$ cat src/rtl/dffnrnq_pipe_pkg.sv
// Shared sizing helpers and stage record type for the falling-edge register pipeline.
package dffnrnq_pipe_pkg;

  localparam int DEF_WIDTH = 8;

  function automatic int cnt_w(input int depth);
    return $clog2(depth + 1);
  endfunction

  function automatic int SCAN_LEN(input int width, input int depth);
    return depth * (width + 1);
  endfunction

  typedef struct packed {
    logic                 valid;
    logic [DEF_WIDTH-1:0] data;
  } stage_rec_t;

endpackage

$ cat src/rtl/dffnrnq_pipe_stage.sv
// One {valid, data} negative-edge register with async active-low reset and load enable.
// Optional scan mux when DFFNRNQ_PIPE_SCAN_EN is defined.
module dffnrnq_pipe_stage
  import dffnrnq_pipe_pkg::*;
#(
  parameter int           WIDTH   = 8,
  parameter logic [WIDTH:0] RST_VAL = '0
) (
  input  logic           clkn,
  input  logic           rn,
  input  logic           ld,
  input  logic [WIDTH:0] d,
`ifdef DFFNRNQ_PIPE_SCAN_EN
  input  logic           se,
  input  logic           si,
  output logic           so,
`endif
  output logic [WIDTH:0] q
);

  logic [WIDTH:0] rec_q;
  logic [WIDTH:0] rec_d;

  always_comb begin
    rec_d = rec_q;
`ifdef DFFNRNQ_PIPE_SCAN_EN
    // Scan order inside a record is LSB first, valid bit last.
    if (se)      rec_d = {rec_q[WIDTH-1:0], si};
    else if (ld) rec_d = d;
`else
    if (ld) rec_d = d;
`endif
  end

  always_ff @(negedge clkn or negedge rn) begin
    if (!rn) rec_q <= RST_VAL;
    else     rec_q <= rec_d;
  end

  assign q = rec_q;
`ifdef DFFNRNQ_PIPE_SCAN_EN
  assign so = rec_q[WIDTH];
`endif

endmodule

$ cat src/rtl/dffnrnq_pipe.sv
// WIDTH x DEPTH falling-edge delay line with valid tracking, enable, flush and occupancy count.
// Optional scan chain over all stage bits when DFFNRNQ_PIPE_SCAN_EN is defined.
module dffnrnq_pipe
  import dffnrnq_pipe_pkg::*;
#(
  parameter int               WIDTH        = 8,
  parameter int               DEPTH        = 3,
  parameter logic [WIDTH-1:0] RESET_VAL    = '0,
  parameter int               GATE_INVALID = 0
) (
  input  logic                      CLKN,
  input  logic                      RN,
  input  logic [WIDTH-1:0]          D,
  input  logic                      DV,
  input  logic                      EN,
  input  logic                      FLUSH,
`ifdef DFFNRNQ_PIPE_SCAN_EN
  input  logic                      SE,
  input  logic                      SI,
  output logic                      SO,
`endif
  output logic [WIDTH-1:0]          Q,
  output logic                      QV,
  output logic [cnt_w(DEPTH)-1:0]   CNT
);

  localparam int CW = cnt_w(DEPTH);

  logic [DEPTH-1:0][WIDTH:0] rec_q;
  logic [DEPTH-1:0][WIDTH:0] rec_d;
  logic [DEPTH-1:0][WIDTH:0] rec_shift;
  logic [DEPTH-1:0]          valid_q;
  logic                      ld;
  logic [CW-1:0]             cnt_q;
  logic [CW-1:0]             cnt_d;

  assign ld = FLUSH | EN;

  genvar gi;
  generate
    for (gi = 0; gi < DEPTH; gi++) begin : g_stage
      if (gi == 0) begin : g_head
        assign rec_shift[gi] = {DV, D};
      end else begin : g_body
        assign rec_shift[gi] = rec_q[gi-1];
      end
      assign valid_q[gi] = rec_q[gi][WIDTH];

      dffnrnq_pipe_stage #(
        .WIDTH  (WIDTH),
        .RST_VAL({1'b0, RESET_VAL})
      ) u_stage (
        .clkn(CLKN),
        .rn  (RN),
        .ld  (ld),
        .d   (rec_d[gi]),
`ifdef DFFNRNQ_PIPE_SCAN_EN
        .se  (SE),
        .si  ((gi == 0) ? SI : rec_q[(gi == 0) ? 0 : gi-1][WIDTH]),
        .so  (),
`endif
        .q   (rec_q[gi])
      );
    end
  endgenerate

  // A flush keeps data in place and only drops the valid bits.
  always_comb begin
    rec_d = rec_q;
    for (int i = 0; i < DEPTH; i++) begin
      if (FLUSH) rec_d[i] = {1'b0, rec_q[i][WIDTH-1:0]};
      else       rec_d[i] = rec_shift[i];
    end
  end

`ifdef DFFNRNQ_PIPE_SCAN_EN
  logic          se_q;
  logic [CW-1:0] pop_next;

  // Occupancy after this edge's load, used to resync the counter after scan.
  always_comb begin
    pop_next = '0;
    for (int i = 0; i < DEPTH; i++) begin
      if (ld) pop_next = pop_next + CW'(rec_d[i][WIDTH]);
      else    pop_next = pop_next + CW'(valid_q[i]);
    end
  end

  always_ff @(negedge CLKN or negedge RN) begin
    if (!RN) se_q <= 1'b0;
    else     se_q <= SE;
  end

  assign SO = valid_q[DEPTH-1];
`endif

  always_comb begin
    cnt_d = cnt_q;
    if (FLUSH) begin
      cnt_d = '0;
    end else if (EN) begin
      if (DV && !valid_q[DEPTH-1])      cnt_d = cnt_q + CW'(1);
      else if (!DV && valid_q[DEPTH-1]) cnt_d = cnt_q - CW'(1);
    end
`ifdef DFFNRNQ_PIPE_SCAN_EN
    if (SE)        cnt_d = cnt_q;
    else if (se_q) cnt_d = pop_next;
`endif
  end

  always_ff @(negedge CLKN or negedge RN) begin
    if (!RN) cnt_q <= '0;
    else     cnt_q <= cnt_d;
  end

  assign QV  = valid_q[DEPTH-1];
  assign CNT = cnt_q;

  generate
    if (GATE_INVALID != 0) begin : g_gate
      assign Q = QV ? rec_q[DEPTH-1][WIDTH-1:0] : RESET_VAL;
    end else begin : g_nogate
      assign Q = rec_q[DEPTH-1][WIDTH-1:0];
    end
  endgenerate

endmodule

$ cat config.mk
export PLATFORM = sky130hd
export DESIGN_NAME = dffnrnq_pipe
export DESIGN_NICKNAME = d
export VERILOG_FILES = /design/src/rtl/dffnrnq_pipe_pkg.sv /design/src/rtl/dffnrnq_pipe_stage.sv /design/src/rtl/dffnrnq_pipe.sv
export SDC_FILE = /design/constraint.sdc
export NUM_CORES = 1
export LEC_CHECK = 0
export BUFFER_PORTS_ARGS = -buffer_cell sky130_fd_sc_hd__clkbuf_2
export CAP_MARGIN = 20
export CORE_ASPECT_RATIO = 1.2
export CORE_MARGIN = 2
export CORE_UTILIZATION = 37
export DETAILED_ROUTE_END_ITERATION = 7
export GPL_TIMING_DRIVEN = 0
export SLEW_MARGIN = 20
export SYNTH_ARGS = -nofsm -noshare
export SYNTH_HDL_FRONTEND = slang
export SYNTH_SLANG_ARGS = --single-unit
export TNS_END_PERCENT = 50
$ cat constraint.sdc
create_clock -name CLKN -period 2.9 [get_ports CLKN]
set_input_delay 0.435 -clock CLKN [delete_from_list [all_inputs] [get_ports CLKN]]
set_output_delay 0.435 -clock CLKN [all_outputs]
set_load 0.01 [all_outputs]
### Word-level counts from Yosys, hierarchy flattened

Cells that the tools add are included.

| cells by class | value |
|---|---|
| multipliers | 0 |
| magnitude comparators | 0 |
| muxes and demuxes | 7 |
| shift-type cells | 0 |
| bitwise operators | 2 |
| reductions and logical operators | 8 |
| $add $sub $neg | 2 |
| eq/ne operators | 0 |
| div/mod/pow operators | 0 |

Operators with widths:

| cell | number |
|---|---|
| 2-to-1 mux 9 bit | 3 |
| 2-to-1 mux 2 bit | 4 |
| AND reduction 2 bit | 2 |
| nonzero test 3 bit | 1 |
| adder 2 x 1 -> 2 bit (second input constant) | 1 |
| logical AND 1 bit | 2 |
| logical NOT 1 bit | 2 |
| nonzero test 2 bit | 1 |
| subtractor 2 x 1 -> 2 bit (second input constant) | 1 |
| NOT 1 bit | 1 |
| bitwise OR 1 bit | 1 |

| storage, ports and cells | value |
|---|---|
| register bits after elaboration | 29 |
| ROM bits | 0 |
| bits in writable memories | 0 |
| output and inout port bits | 11 |
| memories | 0 |
| bits in latches | 0 |

### Logic depth before layout (Yosys ltp)

| depth | value |
|---|---|
| depth after elaboration | 6 |
| mapped depth | 5 |
| mapped depth without buffers | 3 |

### Modules after synthesis

From an unflattened synthesis, not the netlist that was laid out.

| second synthesis, totals | value |
|---|---|
| cell total of the unflattened synthesis | 100 |
| area, all modules | 1645.3 sq um |

By module, submodules not included:

| module | instances | area an instance (sq um) | cells an instance |
|---|---|---|---|
| dffnrnq_pipe_stage | 3 | 371.6 | 19 |
| dffnrnq_pipe | 1 | 530.5 | 43 |

==> impl_metrics.prom <==
# TYPE chip_impl_metric gauge
chip_impl_metric{name="final-hold-violation-count",unit=""} 0
chip_impl_info{name="netlist_top_cells_area",value="dfrtn_1 (58%), mux2_4 (24%), mux2_2 (5.4%)"} 1
chip_impl_metric{name="fill_cells",unit=""} 283
chip_impl_info{name="critical_path.reg2reg.endpoint",value="CNT[1]"} 1
chip_impl_metric{name="syn-instance-count",unit=""} 76
chip_impl_metric{name="rr_worst_depth",unit=""} 3
chip_impl_metric{name="drive_gt1_share",unit="%"} 58.5
chip_impl_metric{name="floorplan.die.width",unit="um"} 57.3
chip_impl_metric{name="ctsResizeCount",unit=""} 0
chip_impl_metric{name="die_y",unit="um"} 68.0
chip_impl_metric{name="cts_made_buffers",unit=""} 5
chip_impl_info{name="cp-start-kind",value="flip-flop"} 1
chip_impl_metric{name="arrival",unit="ps"} 2360
chip_impl_metric{name="syn_area",unit="mm^2"} 0.00126
chip_impl_info{name="r2r-start",value="CNT[0]"} 1
chip_impl_metric{name="detail-route-antenna-nets",unit=""} 0
chip_impl_metric{name="cts_htree_levels",unit=""} 2
chip_impl_metric{name="hpwlAfterDp",unit="um"} 1390
chip_impl_metric{name="row_count",unit=""} 23
chip_impl_info{name="timing.critical_path.cells",value="clkbuf_2"} 1
chip_impl_metric{name="nets",unit=""} 118
chip_impl_info{name="run_status",value="finished clean"} 1
chip_impl_info{name="setup.worst_path.class",value="reg -> out"} 1
chip_impl_metric{name="routed-via-count",unit=""} 680
chip_impl_metric{name="routed_wirelength",unit="um"} 2010
chip_impl_metric{name="synthDominantCellAreaShare",unit="%"} 57.5
chip_impl_metric{name="synth_area_per_cell",unit="um^2"} 16.6
chip_impl_info{name="cp_top_family",value="flip-flops"} 1
chip_impl_info{name="cts_tree",value="done"} 1
chip_impl_metric{name="synth_cell_type_count",unit=""} 13
chip_impl_info{name="critical_path_endpoint",value="CNT[0]"} 1
chip_impl_metric{name="cts.clk_slew.worst_paths",unit="ps"} 50
chip_impl_info{name="slowest_stage",value="dfrtn_1"} 1
chip_impl_metric{name="syn2layout_area_growth",unit="%"} 23.0
chip_impl_metric{name="first_global_vias",unit=""} 712
chip_impl_metric{name="regArea",unit="um^2"} 726
chip_impl_info{name="worst_hold_path_type",value="reg -> reg"} 1
chip_impl_metric{name="wire_per_inst",unit="um"} 14.1
chip_impl_metric{name="ff2ff_setup_slack",unit="ps"} 1650
chip_impl_info{name="setup_repair_after_global_routing_missed_its_margin",value="false"} 1
chip_impl_metric{name="setup_tns",unit="ps"} 0
chip_impl_metric{name="cts.hold.buffers_added",unit=""} 0
chip_impl_metric{name="slew_headroom",unit="%"} 52.8
chip_impl_metric{name="antenna_violations_before_repair",unit=""} 0
chip_impl_metric{name="placement.io_buffers",unit=""} 22
chip_impl_metric{name="max-vdd-ir-drop",unit="uV"} 492
chip_impl_metric{name="fin_worst_skew",unit="ps"} 5.64
chip_impl_metric{name="cp_data_required_time",unit="ps"} 2470
chip_impl_metric{name="max_incr_delay_on_cp",unit="ps"} 460
chip_impl_metric{name="globalRouteOverflowTotal",unit=""} 0
chip_impl_metric{name="grt_start_max_net_pins",unit=""} 30
chip_impl_metric{name="drt-vias-per-instance",unit=""} 4.76
chip_impl_metric{name="core",unit="mm^2"} 0.00331
chip_impl_metric{name="drt-pass1-iter-count",unit=""} 3
chip_impl_metric{name="clockBufferDepth",unit=""} 2
chip_impl_metric{name="postCtsSetupRepairBufs",unit=""} 0
chip_impl_metric{name="worst-path-stages",unit=""} 1
chip_impl_metric{name="grt_util_all_layers",unit="%"} 12.1
chip_impl_info{name="endpoint_type_of_the_worst_setup_path",value="primary output"} 1
chip_impl_metric{name="start_util",unit="%"} 38.1
chip_impl_metric{name="total_number_of_yosys_warnings",unit=""} 0
chip_impl_metric{name="worst_pin_slew",unit="ps"} 709
chip_impl_metric{name="timing.max_cap.violations",unit=""} 0
chip_impl_metric{name="antenna-diode-count",unit=""} 0
chip_impl_metric{name="multi_input_comb_area",unit="um^2"} 477
chip_impl_metric{name="synthesis.nets",unit=""} 89
chip_impl_info{name="timing.critical_path.from",value="CNT[0]"} 1
chip_impl_metric{name="post-route-drc-count",unit=""} 0
chip_impl_info{name="largest_area_contributor_in_the_synthesized_netlist",value="dfrtn_1"} 1
chip_impl_metric{name="grt_pass1_wl",unit="um"} 3320
chip_impl_metric{name="timing.final.max_slew_violations",unit=""} 0
chip_impl_metric{name="fp.dieArea",unit="mm^2"} 0.00389
chip_impl_metric{name="path_buf_inv",unit=""} 1
chip_impl_metric{name="insertion_delay",unit="ps"} 290
chip_impl_metric{name="power.density",unit="mW/mm^2"} 818
chip_impl_metric{name="timing.final.setup_violations",unit=""} 0
chip_impl_metric{name="maximum_fanout_count_along_the_critical_path",unit=""} 5
chip_impl_metric{name="top_level_ports",unit=""} 24
chip_impl_metric{name="post-route-util",unit="%"} 46.9
chip_impl_metric{name="detail_route.iter0.violations",unit=""} 7
chip_impl_metric{name="ys_seq_elements",unit=""} 29
chip_impl_metric{name="tritoncts_num_sinks",unit=""} 29
chip_impl_metric{name="gpl.final_weighted_congestion",unit=""} 0.619
chip_impl_metric{name="leakage_power_summed_over_all_cells",unit="nW"} 0.803
chip_impl_info{name="clock_tree.root_cell",value="clkbuf_8"} 1
chip_impl_metric{name="yosysSeqAreaShare",unit="%"} 57.5
==> final cells by class <==
| class | count | area share, % |
|---|---|---|
| timing repair buffer | 22 | 7.10 |
| clock buffer | 5 | 4.44 |
| multi-input combinational | 43 | 30.7 |
| clock inverter | 3 | 4.19 |
| tap | 37 | 2.98 |
| sequential | 29 | 46.8 |
| buffer | 4 | 3.79 |
==> power breakdown <==
group	switching [mW]	total [mW]	internal [mW]
logic	0.0794	0.224	0.145
clock network	0.160	0.501	0.341
registers	0.0470	0.544	0.497
total	0.287	1.27	0.983
==> kinds of logic (layout without fill, tap and decap cells) <==
family | Yosys count | count (layout) | synth area share (%)
compound gates | 2 | 2 | 1.09
simple gates | 12 | 12 | 5.16
flops | 29 | 29 | 57.5
mux | 29 | 29 | 31.5
buf+inv | 4 | 34 | 4.66
==> state kept, by name (all words and copies together), names as in the netlist <==
signal	count
g_stage.u_stage.q	27
CNT	2
==> Yosys cell counts <==
library cell / instances
a21boi_0: 1
and2b_2: 2
buf_12: 2
buf_4: 1
buf_6: 1
dfrtn_1: 29
mux2_2: 6
mux2_4: 20
mux2i_1: 3
nand2_1: 1
nand2b_1: 4
nor2_1: 5
o22ai_1: 1
==> stage by stage <==
step           instances  setup WS [ps]  total power, mW  hold WS (ps)  area, um^2
2_1_floorplan         76           76.1            0.699           436        1260
3_3_place_gp         135          -42.0            0.770           447        1420
3_5_place_dp         135          -54.8            0.780           455        1420
4_1_cts              143           86.5             1.29           458        1550
5_1_grt              143           50.3             1.34           472        1550
6_report             143            105             1.27           456        1550
==> worst reg2reg max path, cell delays in order, from the launching register on <==
cell	delay (ps)
dfrtn_1	380
nand2b_1	170
o22ai_1	190
mux2_2	350
==> per-layer routing <==
layer	track usage, %	routed length (um)	vias up
li1	-	-	317
met5	0	0	-
met3	5.86	117	5
met1	14.5	899	341
met4	6.98	36	0
met2	17.8	959	17
==> worst min-delay path by stage <==
| stage | from | end | cells after the start |
|---|---|---|---|
| 2_1_floorplan | g_stage[0].u_stage.q[2] | g_stage[1].u_stage.q[2] | 1 |
| 3_3_place_gp | g_stage[0].u_stage.q[2] | g_stage[1].u_stage.q[2] | 1 |
| 3_5_place_dp | g_stage[0].u_stage.q[6] | g_stage[0].u_stage.q[6] | 1 |
| 4_1_cts | g_stage[0].u_stage.q[6] | g_stage[1].u_stage.q[6] | 1 |
| 5_1_grt | g_stage[0].u_stage.q[6] | g_stage[1].u_stage.q[6] | 1 |
| 6_report | g_stage[2].u_stage.q[5] | g_stage[2].u_stage.q[5] | 1 |
==> cell usage in the layout, fill, tap and decap left out, types with 2 or more instances in the layout <==
| master | netlist | layout |
|---|---|---|
| mux2_2 | 6 | 6 |
| clkbuf_8 | 0 | 5 |
| clkbuf_2 | 0 | 22 |
| nand2b_1 | 4 | 4 |
| bufinv_16 | 0 | 2 |
| nor2_1 | 5 | 5 |
| dfrtn_1 | 29 | 29 |
| mux2i_1 | 3 | 3 |
| and2b_2 | 2 | 2 |
| buf_12 | 2 | 2 |
| mux2_4 | 20 | 20 |
(Power assumes the default switching activity.)
